`src/rtl/btn_pkg.sv`:
```
// Shared types and default timing for the push-button conditioner.
// Defaults assume a 50 MHz mclk.
package btn_pkg;

    typedef enum logic [1:0] {
        IDLE         = 2'd0,
        PRESS_WAIT   = 2'd1,
        HELD         = 2'd2,
        RELEASE_WAIT = 2'd3
    } btn_state_t;

    localparam int MCLK_HZ                = 50_000_000;
    localparam int DEFAULT_DEBOUNCE       = MCLK_HZ / 1000;      // 1 ms
    localparam int DEFAULT_REPEAT_DELAY   = MCLK_HZ / 2;         // 0.5 s
    localparam int DEFAULT_REPEAT_PERIOD  = MCLK_HZ / 10;        // 0.1 s

endpackage

```
`src/rtl/btn_debounce_single.sv`:
```
// One button lane: 2-FF synchronizer, debounce FSM and auto-repeat timer.
// All outputs come straight from flops.
module btn_debounce_single
    import btn_pkg::*;
#(
    parameter int DEBOUNCE_CYCLES = DEFAULT_DEBOUNCE,
    parameter int REPEAT_DELAY    = DEFAULT_REPEAT_DELAY,
    parameter int REPEAT_PERIOD   = DEFAULT_REPEAT_PERIOD
) (
    input  logic clk,
    input  logic rst,
    input  logic btn_raw,
    output logic btn_level,
    output logic btn_press,
    output logic btn_release,
    output logic btn_repeat
);

    localparam int DCW  = $clog2(DEBOUNCE_CYCLES) + 1;
    localparam int RMAX = (REPEAT_DELAY > REPEAT_PERIOD) ? REPEAT_DELAY : REPEAT_PERIOD;
    localparam int RCW  = $clog2(RMAX) + 1;
    localparam int RXW  = RCW + 1;

    localparam logic [DCW-1:0] DB_LAST  = DCW'(DEBOUNCE_CYCLES - 1);
    localparam logic [RXW-1:0] RD_X     = RXW'(REPEAT_DELAY);
    localparam logic [RXW-1:0] RP_X     = RXW'(REPEAT_PERIOD);
    localparam bit             REP_ENAB = (REPEAT_DELAY != 0);

    logic           sync_meta_reg;
    logic           sync_reg;
    btn_state_t     state_reg;
    logic [DCW-1:0] db_cnt_reg;
    logic [RCW-1:0] rep_cnt_reg;
    logic           rep_first_reg;
    logic           level_reg;
    logic           press_reg;
    logic           release_reg;
    logic           repeat_reg;

    logic [DCW-1:0] db_cnt_next;
    logic [RXW-1:0] rep_cnt_ext;
    logic [RCW-1:0] rep_cnt_next;
    logic [RXW-1:0] rep_target;
    logic           rep_due;

    // Saturating increments; the repeat compare is done one bit wider so the
    // target value itself is always representable.
    assign db_cnt_next  = (&db_cnt_reg) ? db_cnt_reg : db_cnt_reg + DCW'(1);
    assign rep_cnt_ext  = {1'b0, rep_cnt_reg} + RXW'(1);
    assign rep_cnt_next = (&rep_cnt_reg) ? rep_cnt_reg : rep_cnt_ext[RCW-1:0];
    assign rep_target   = rep_first_reg ? RD_X : RP_X;
    assign rep_due      = REP_ENAB && (rep_cnt_ext == rep_target);

    always_ff @(posedge clk or posedge rst) begin
        if (rst) begin
            sync_meta_reg <= 1'b0;
            sync_reg      <= 1'b0;
            state_reg     <= IDLE;
            db_cnt_reg    <= '0;
            rep_cnt_reg   <= '0;
            rep_first_reg <= 1'b0;
            level_reg     <= 1'b0;
            press_reg     <= 1'b0;
            release_reg   <= 1'b0;
            repeat_reg    <= 1'b0;
        end else begin
            sync_meta_reg <= btn_raw;
            sync_reg      <= sync_meta_reg;
            press_reg     <= 1'b0;
            release_reg   <= 1'b0;
            repeat_reg    <= 1'b0;

            // The repeat schedule keeps ticking through release bounces so a
            // recovered hold stays on the original cadence.
            if (state_reg == HELD || state_reg == RELEASE_WAIT) begin
                if (rep_due) begin
                    rep_cnt_reg   <= '0;
                    rep_first_reg <= 1'b0;
                end else begin
                    rep_cnt_reg   <= rep_cnt_next;
                end
            end

            case (state_reg)
                IDLE: begin
                    if (sync_reg) begin
                        state_reg  <= PRESS_WAIT;
                        db_cnt_reg <= DCW'(1);
                    end
                end
                PRESS_WAIT: begin
                    if (!sync_reg) begin
                        state_reg  <= IDLE;
                        db_cnt_reg <= '0;
                    end else if (db_cnt_reg == DB_LAST) begin
                        state_reg     <= HELD;
                        db_cnt_reg    <= '0;
                        press_reg     <= 1'b1;
                        level_reg     <= 1'b1;
                        rep_cnt_reg   <= '0;
                        rep_first_reg <= 1'b1;
                    end else begin
                        db_cnt_reg <= db_cnt_next;
                    end
                end
                HELD: begin
                    if (!sync_reg) begin
                        state_reg  <= RELEASE_WAIT;
                        db_cnt_reg <= DCW'(1);
                    end else begin
                        repeat_reg <= rep_due;
                    end
                end
                RELEASE_WAIT: begin
                    // Repeats falling due here are dropped, never deferred.
                    if (sync_reg) begin
                        state_reg  <= HELD;
                        db_cnt_reg <= '0;
                    end else if (db_cnt_reg == DB_LAST) begin
                        state_reg   <= IDLE;
                        db_cnt_reg  <= '0;
                        release_reg <= 1'b1;
                        level_reg   <= 1'b0;
                    end else begin
                        db_cnt_reg <= db_cnt_next;
                    end
                end
                default: begin
                    state_reg  <= IDLE;
                    db_cnt_reg <= '0;
                end
            endcase
        end
    end

    assign btn_level   = level_reg;
    assign btn_press   = press_reg;
    assign btn_release = release_reg;
    assign btn_repeat  = repeat_reg;

endmodule

```
`src/rtl/btn_conditioner.sv`:
```
// Push-button front end: N_BTN independent synchronize/debounce/repeat lanes.
module btn_conditioner
    import btn_pkg::*;
#(
    parameter int N_BTN           = 4,
    parameter int DEBOUNCE_CYCLES = DEFAULT_DEBOUNCE,
    parameter int REPEAT_DELAY    = DEFAULT_REPEAT_DELAY,
    parameter int REPEAT_PERIOD   = DEFAULT_REPEAT_PERIOD
) (
    input  logic             mclk,
    input  logic             rst,
    input  logic [N_BTN-1:0] btn_raw,
    output logic [N_BTN-1:0] btn_level,
    output logic [N_BTN-1:0] btn_press,
    output logic [N_BTN-1:0] btn_release,
    output logic [N_BTN-1:0] btn_repeat
);

    generate
        for (genvar gi = 0; gi < N_BTN; gi++) begin : g_btn
            btn_debounce_single #(
                .DEBOUNCE_CYCLES (DEBOUNCE_CYCLES),
                .REPEAT_DELAY    (REPEAT_DELAY),
                .REPEAT_PERIOD   (REPEAT_PERIOD)
            ) u_lane (
                .clk         (mclk),
                .rst         (rst),
                .btn_raw     (btn_raw[gi]),
                .btn_level   (btn_level[gi]),
                .btn_press   (btn_press[gi]),
                .btn_release (btn_release[gi]),
                .btn_repeat  (btn_repeat[gi])
            );
        end
    endgenerate

endmodule

```
`config.mk`:
```
export PLATFORM = sky130hd
export DESIGN_NAME = btn_conditioner
export DESIGN_NICKNAME = d
export VERILOG_FILES = /design/src/rtl/btn_pkg.sv /design/src/rtl/btn_debounce_single.sv /design/src/rtl/btn_conditioner.sv
export SDC_FILE = /design/constraint.sdc
export NUM_CORES = 1
export LEC_CHECK = 0
export BUFFER_PORTS_ARGS = -buffer_cell sky130_fd_sc_hd__buf_2
export CORE_ASPECT_RATIO = 0.8
export CORE_MARGIN = 4
export CORE_UTILIZATION = 64
export CTS_CLUSTER_SIZE = 30
export DETAILED_ROUTE_END_ITERATION = 16
export PLACE_DENSITY = 0.81
export SYNTH_ARGS = -nofsm -noshare
export SYNTH_HDL_FRONTEND = slang
export SYNTH_SLANG_ARGS = --single-unit
export TNS_END_PERCENT = 10
```
`constraint.sdc`:
```
create_clock -name mclk -period 8.9 [get_ports mclk]
set_input_delay 1.335 -clock mclk [delete_from_list [all_inputs] [get_ports mclk]]
set_output_delay 1.335 -clock mclk [all_outputs]
set_load 0.005 [all_outputs]
```
==> reports/metrics.yaml, run 1 <==
critical_path:
  cpPeakStageDelay_ns: 0.67
  reg2reg_to: "g_btn[1].u_lane.rep_cnt_reg[14]$_DFF_PP0_"
  cp-end-kind: "flop"
  path_class: "reg2reg"
  path_cells: "nand4_2 -> or4b_1 -> or4_4 -> a222oi_1 -> nand4_1 -> a2111oi_4 -> buf_4 -> nand2_2 -> and3_1"
  worstRegToRegCells: 9
  start_kind: "flop"
  critical-path-top-delay-family: "simple AND/OR/NAND/NOR gates"
  worstPathMaxFanout: 13
  cp.required_ns: 9.30
  timing.rr.start: "g_btn[1].u_lane.rep_cnt_reg[8]$_DFF_PP0_"
  crit_slowest_cell: "or4b_1"
  ff2ff_setup_slack_ns: 5.16
  critPathBufInv: 1
  crit_arrival_ns: 4.14
hold_path:
  hp-start: "g_btn[2].u_lane.sync_meta_reg$_DFF_PP0_"
  hp-class: "reg2reg"
  hold_depth: 0
  hold_path_end: "g_btn[2].u_lane.sync_reg$_DFF_PP0_"
place:
  gp_congestion: 0.959
  dpl.hpwl_mm: 20.6
  numPortBuffers: 21
  dpl_worst_slack_ns: 5.23
yosys:
  ys_ff_latch: 208
  ys_seq_area_frac: 0.407
  synth_nets: 1583
  syn-cell-area_sq_mm: 0.0128
  synth_edf_count: 0
  yosys.cell_types.count: 72
  synthArstFlopShare: 1.00
  syn_inst: 1569
  syn_avg_cell_area_sq_um: 8.16
  yosysWarnings: 0
  synthFlopType: "dfrtp_1"
clocking:
  htree_levels: 1
  clock-sinks: 208
  cts_resized: 0
  path_clk_slew_ns: 0.06
  cts_buffer_depth: 3
  post_cts_buffers: 0
  root_buffer: "clkbuf_16"
  clk_latency_ns: 0.51
  cts_tree: "done"
  numCtsBuffers: 23
  cts_hold_buf: 0
floorplan:
  dieArea_sq_mm: 0.0223
  die_x_um: 166
  start_util: 0.663
  fp.dieH_um: 134
  rows: 45
  io_pins: 22
  core_area_sq_mm: 0.0193
grt:
  grt_pass1_wl_mm: 53.5
  grt_pass1_vias: 10800
  grt_use_total: 0.276
  grt.overflow.total: 0
  antenna_found_initial: 0
  grt_max_degree: 155
finish:
  filler_cell_count: 1526
  final_util: 0.701
  final_cell_mix: "208 x dfrtp_1, 180 x nand2_1, 151 x o21ai_0"
  drive_gt1_frac: 0.0752
  regArea_sq_mm: 0.00520
  synthToLayoutAreaGrowth_pct: 5.73
  final_common_cell: "dfrtp_1"
  antenna_cells: 0
  largest_reg_flops: 104
  finalNetCount: 1531
  multi_input_area_sq_mm: 0.00692
sta:
  min_period_ns: 3.74
  skew_ns: 0.00911
  setup_violations: 0
  worst_pin_slew_ns: 1.15
  min_period_over_period: 0.420
  fin_setup_tns_ns: 0
  setup_ws_ns: 5.16
  timing.fmax_ghz: 0.268
  rsz0062_at_grt: "false"
  max-slew-margin-rel: 0.224
  slew_viol_final: 0
  report.final.hold_viol_count: 0
  holdWs_ns: 0.352
routing:
  drt_wl_total_mm: 31.1
  wire_per_inst_um: 17.4
  antenna_left: 0
  drc_errors: 0
  viasPerCell: 6.65
  drt_iter0_markers: 1377
  first_pass_iters: 5
  vias: 11900
outcome:
  status: "completed"
pwr:
  power_density_mw_per_mm2: 147
  leakage_uw: 0.00552
  irDropWorstVdd_uv: 155
job:
  max-cap-violations: 0
worst max-delay path by stage:
stage	to	depth (start not counted)	start	slack, ns
floorplan	async pin	1	rst	1.88
global placement	g_btn[2].u_lane.rep_cnt_reg[16]$_DFF_PP0_	9	g_btn[2].u_lane.rep_cnt_reg[0]$_DFF_PP0_	5.35
detailed placement	g_btn[1].u_lane.rep_cnt_reg[14]$_DFF_PP0_	9	g_btn[1].u_lane.rep_cnt_reg[8]$_DFF_PP0_	5.23
CTS	g_btn[1].u_lane.rep_cnt_reg[14]$_DFF_PP0_	9	g_btn[1].u_lane.rep_cnt_reg[8]$_DFF_PP0_	5.22
global route	g_btn[3].u_lane.rep_cnt_reg[11]$_DFF_PP0_	9	g_btn[3].u_lane.rep_cnt_reg[0]$_DFF_PP0_	4.86
finish	g_btn[1].u_lane.rep_cnt_reg[14]$_DFF_PP0_	9	g_btn[1].u_lane.rep_cnt_reg[8]$_DFF_PP0_	5.16
metal layers:
layer  track usage  wire length [um]  vias up
li1              -                 -     5646
met1         0.428             14600     5666
met2         0.416             13500      522
met3        0.0334              2330       58
met4        0.0660               614        0
met5             0                 0        -
cell usage after synthesis, drive strengths merged, types with 32 or more instances:
cell type	count	area share
a21oi	75	0.029
a31oi	32	0.016
and3	36	0.018
buf	36	0.018
clkbuf	72	0.021
dfrtp	208	0.41
inv	47	0.014
nand2	181	0.053
nand3	107	0.042
nand4	60	0.030
nor2	134	0.039
nor3	66	0.026
o21ai	165	0.067
final cells by class:
cell class | instances | share of cell area
clock buffer | 24 | 0.0435
clock inverter | 14 | 0.00943
inverter | 47 | 0.0136
multi-input combinational | 1206 | 0.512
sequential | 208 | 0.385
tap | 258 | 0.0239
timing repair buffer | 31 | 0.0133
report_power, final:
part | switching, uW | leakage (uW) | internal [uW]
logic | 65.9 | 0.00229 | 25.4
clock network | 386 | 0.000355 | 536
registers | 16.8 | 0.00287 | 959
worst register-to-register path: stages (launching register included):
cell and delay, ns:
dfrtp_1 0.60, nand4_2 0.15, or4b_1 0.67, or4_4 0.48, a222oi_1 0.41, nand4_1 0.22
a2111oi_4 0.49, buf_4 0.32, nand2_2 0.11, and3_1 0.18
logic make-up after synthesis:
| kind of cell | after synthesis | synth area share |
|---|---|---|
| buffers and inverters | 155 | 0.0528 |
| DFF | 208 | 0.407 |
| muxes | 17 | 0.0138 |
| AOI/OAI and AO/OA | 399 | 0.193 |
| and+or+nand+nor | 729 | 0.290 |
| adders and majority gates | 8 | 0.00782 |
| xor gates and xnor gates | 53 | 0.0363 |
metrics by stage:
stage / cell area [sq um] / total power (uW) / cells
2_1_floorplan: 12800 / 1060 / 1569
3_3_place_gp: 12800 / 1080 / 1750
3_5_place_dp: 12800 / 1080 / 1750
4_1_cts: 13500 / 2010 / 1788
5_1_grt: 13500 / 2070 / 1788
6_report: 13500 / 1990 / 1788
Note: power is estimated with default switching activity, not from simulation.
==> run 2, diff against run 1 <==
- CORE_UTILIZATION: 64 -> 58
- PLACE_DENSITY: 0.81 -> 0.77
- clock period: 8.9 -> 3.4 ns (I/O delays scaled with it)
==> run 2 against run 1 <==
Design area grew 3.5%. First-iteration DRC count fell by 20%. Sequential power grew to 2.6 times the previous value. Via count is 0.55% higher. Largest power group unchanged. Sequential share of layout area shrank 1.3 points. Global-route usage fell by 2.1 points.
==> reports/metrics.yaml, run 2 (synthesis gave the netlist of run 1 again) <==
outcome:
  status: "completed"
clocking:
  cts_hold_buf: 0
  htree_levels: 1
  root_buffer: "clkbuf_16"
  post_cts_buffers: 0
  cts_tree: "done"
  clk_latency_ns: 0.52
  cts_buffer_depth: 3
  path_clk_slew_ns: 0.06
  numCtsBuffers: 23
  clock-sinks: 208
finish:
  largest_reg_flops: 104
  stdcell_area_sq_mm: 0.0140
  antenna_cells: 0
  synthToLayoutAreaGrowth_pct: 9.45
  finalNetCount: 1580
  final_common_cell: "dfrtp_1"
  drive_gt1_frac: 0.111
  final_util: 0.648
  final_cell_mix: "205 x dfrtp_1, 180 x nand2_1, 151 x o21ai_0"
floorplan:
  start_util: 0.592
  rows: 48
  io_pins: 22
  dieArea_sq_mm: 0.0245
  fp.dieH_um: 141
  core_area_sq_mm: 0.0216
  die_x_um: 174
critical_path:
  crit_arrival_ns: 3.63
  path_class: "reg2reg"
  cp-startpoint: "g_btn[1].u_lane.rep_cnt_reg[15]$_DFF_PP0_"
  start_kind: "flop"
  reg2reg_to: "g_btn[1].u_lane.rep_cnt_reg[14]$_DFF_PP0_"
  worstPathMaxFanout: 8
  ff2ff_setup_slack_ns: 0.17
  cp-end-kind: "flop"
  cp.required_ns: 3.81
  worstRegToRegCells: 10
  critPathCapture: "g_btn[1].u_lane.rep_cnt_reg[14]$_DFF_PP0_"
  timing.rr.start: "g_btn[1].u_lane.rep_cnt_reg[15]$_DFF_PP0_"
place:
  numPortBuffers: 21
  dpl_worst_slack_ns: 0.154
  place_area_sq_mm: 0.0132
  dpl.hpwl_mm: 21.9
  gp_congestion: 0.993
routing:
  drc_errors: 0
  vias: 12000
  antenna_left: 0
  drt_wl_total_mm: 31.5
  drt_iter0_markers: 1102
  first_pass_iters: 7
  viasPerCell: 6.44
  wire_per_inst_um: 17.0
grt:
  met2_usage: 0.384
  use_met3: 0.0408
  busiest_layer: "met1"
  grt_pass1_wl_mm: 54.1
  antenna_found_initial: 0
  met1_usage: 0.388
  grt.overflow.total: 0
  grt_max_degree: 97
  grt_pass1_vias: 11100
  grt_use_total: 0.255
pwr:
  leakage_uw: 0.00580
  power_density_mw_per_mm2: 374
  power_uw: 5230
  irDropWorstVdd_uv: 467
sta:
  setup_violations: 0
  report.final.hold_viol_count: 0
  timing.fmax_ghz: 0.310
  rsz0062_at_grt: "true"
  fin_setup_tns_ns: 0
  worst_pin_slew_ns: 0.956
  slew_viol_final: 0
  setup_ws_ns: 0.173
  max-slew-margin-rel: 0.360
  min_period_over_period: 0.949
  skew_ns: 0.0158
  min_period_ns: 3.23
hold_path:
  hp-class: "in2async"
job:
  max-cap-violations: 0
-- run 2: cell count changes in the layout (fill, tap and decap cells not counted), moves of 2 or more --
cell / before / now
buf_12: 0 / 2
buf_4: 10 / 57
bufinv_16: 2 / 0
clkbuf_8: 1 / 8
clkinv_2: 9 / 5
dfrtp_1: 208 / 205
dfrtp_2: 0 / 3
nor4_1: 28 / 25
nor4_2: 0 / 3
-- run 2: report_power, final --
group | total (uW) | switching, uW | internal [uW]
logic | 260 | 176 | 83.9
registers | 2550 | 44.2 | 2510
clock network | 2420 | 1010 | 1410
total | 5230 | 1230 | 4000
-- run 2: worst min path at each step --
stage	start	endpoint	slack, ns	cells after the start
global placement	g_btn[3].u_lane.sync_meta_reg$_DFF_PP0_	g_btn[3].u_lane.sync_reg$_DFF_PP0_	0.33	0
finish	rst	g_btn[3].u_lane.db_cnt_reg[7]$_DFFE_PP0P_	0.06	2
detailed placement	g_btn[2].u_lane.sync_meta_reg$_DFF_PP0_	g_btn[2].u_lane.sync_reg$_DFF_PP0_	0.34	0
global route	rst	g_btn[3].u_lane.db_cnt_reg[7]$_DFFE_PP0P_	0.08	2
CTS	rst	g_btn[3].u_lane.db_cnt_reg[7]$_DFFE_PP0P_	0.04	2
floorplan	g_btn[0].u_lane.sync_meta_reg$_DFF_PP0_	g_btn[0].u_lane.sync_reg$_DFF_PP0_	0.33	0
-- run 2: final cells by class --
| class | instances | area (sq um) |
|---|---|---|
| clock inverter | 8 | 50.0 |
| multi-input combinational | 1206 | 6960 |
| inverter | 47 | 180 |
| sequential | 208 | 5210 |
| clock buffer | 32 | 689 |
| fill | 1850 | 7610 |
| tap | 275 | 344 |
| timing repair buffer | 80 | 573 |
-- run 2: worst max-delay path, stage by stage, from the launching register on --
cell and delay, ns:
dfrtp_1 0.42, and3_1 0.26, or4b_1 0.48, buf_4 0.18, o31ai_1 0.34, nand4_1 0.16
or3_1 0.44, a2111oi_4 0.34, buf_4 0.21, nand2_2 0.07, and3_1 0.21
-- run 2: what timing repair did --
action                                 CTS  global route
setup endpoints to repair                0            31
endpoints found under the hold margin    0             0
gates resized for setup                  0            11
-- run 2: metrics by stage --
| step | cells | hold WS (ns) |
|---|---|---|
| after floorplan | 1569 | 0.331 |
| after global placement | 1816 | 0.334 |
| after detailed placement | 1816 | 0.337 |
| after CTS | 1856 | 0.0442 |
| after global routing | 1856 | 0.0751 |
| final | 1856 | 0.0578 |
-- run 2: metal layers --
layer,up-vias,share of wire
met5,-,0
met4,0,0.021
met3,58,0.071
met2,458,0.44
met1,5694,0.47
li1,5747,-
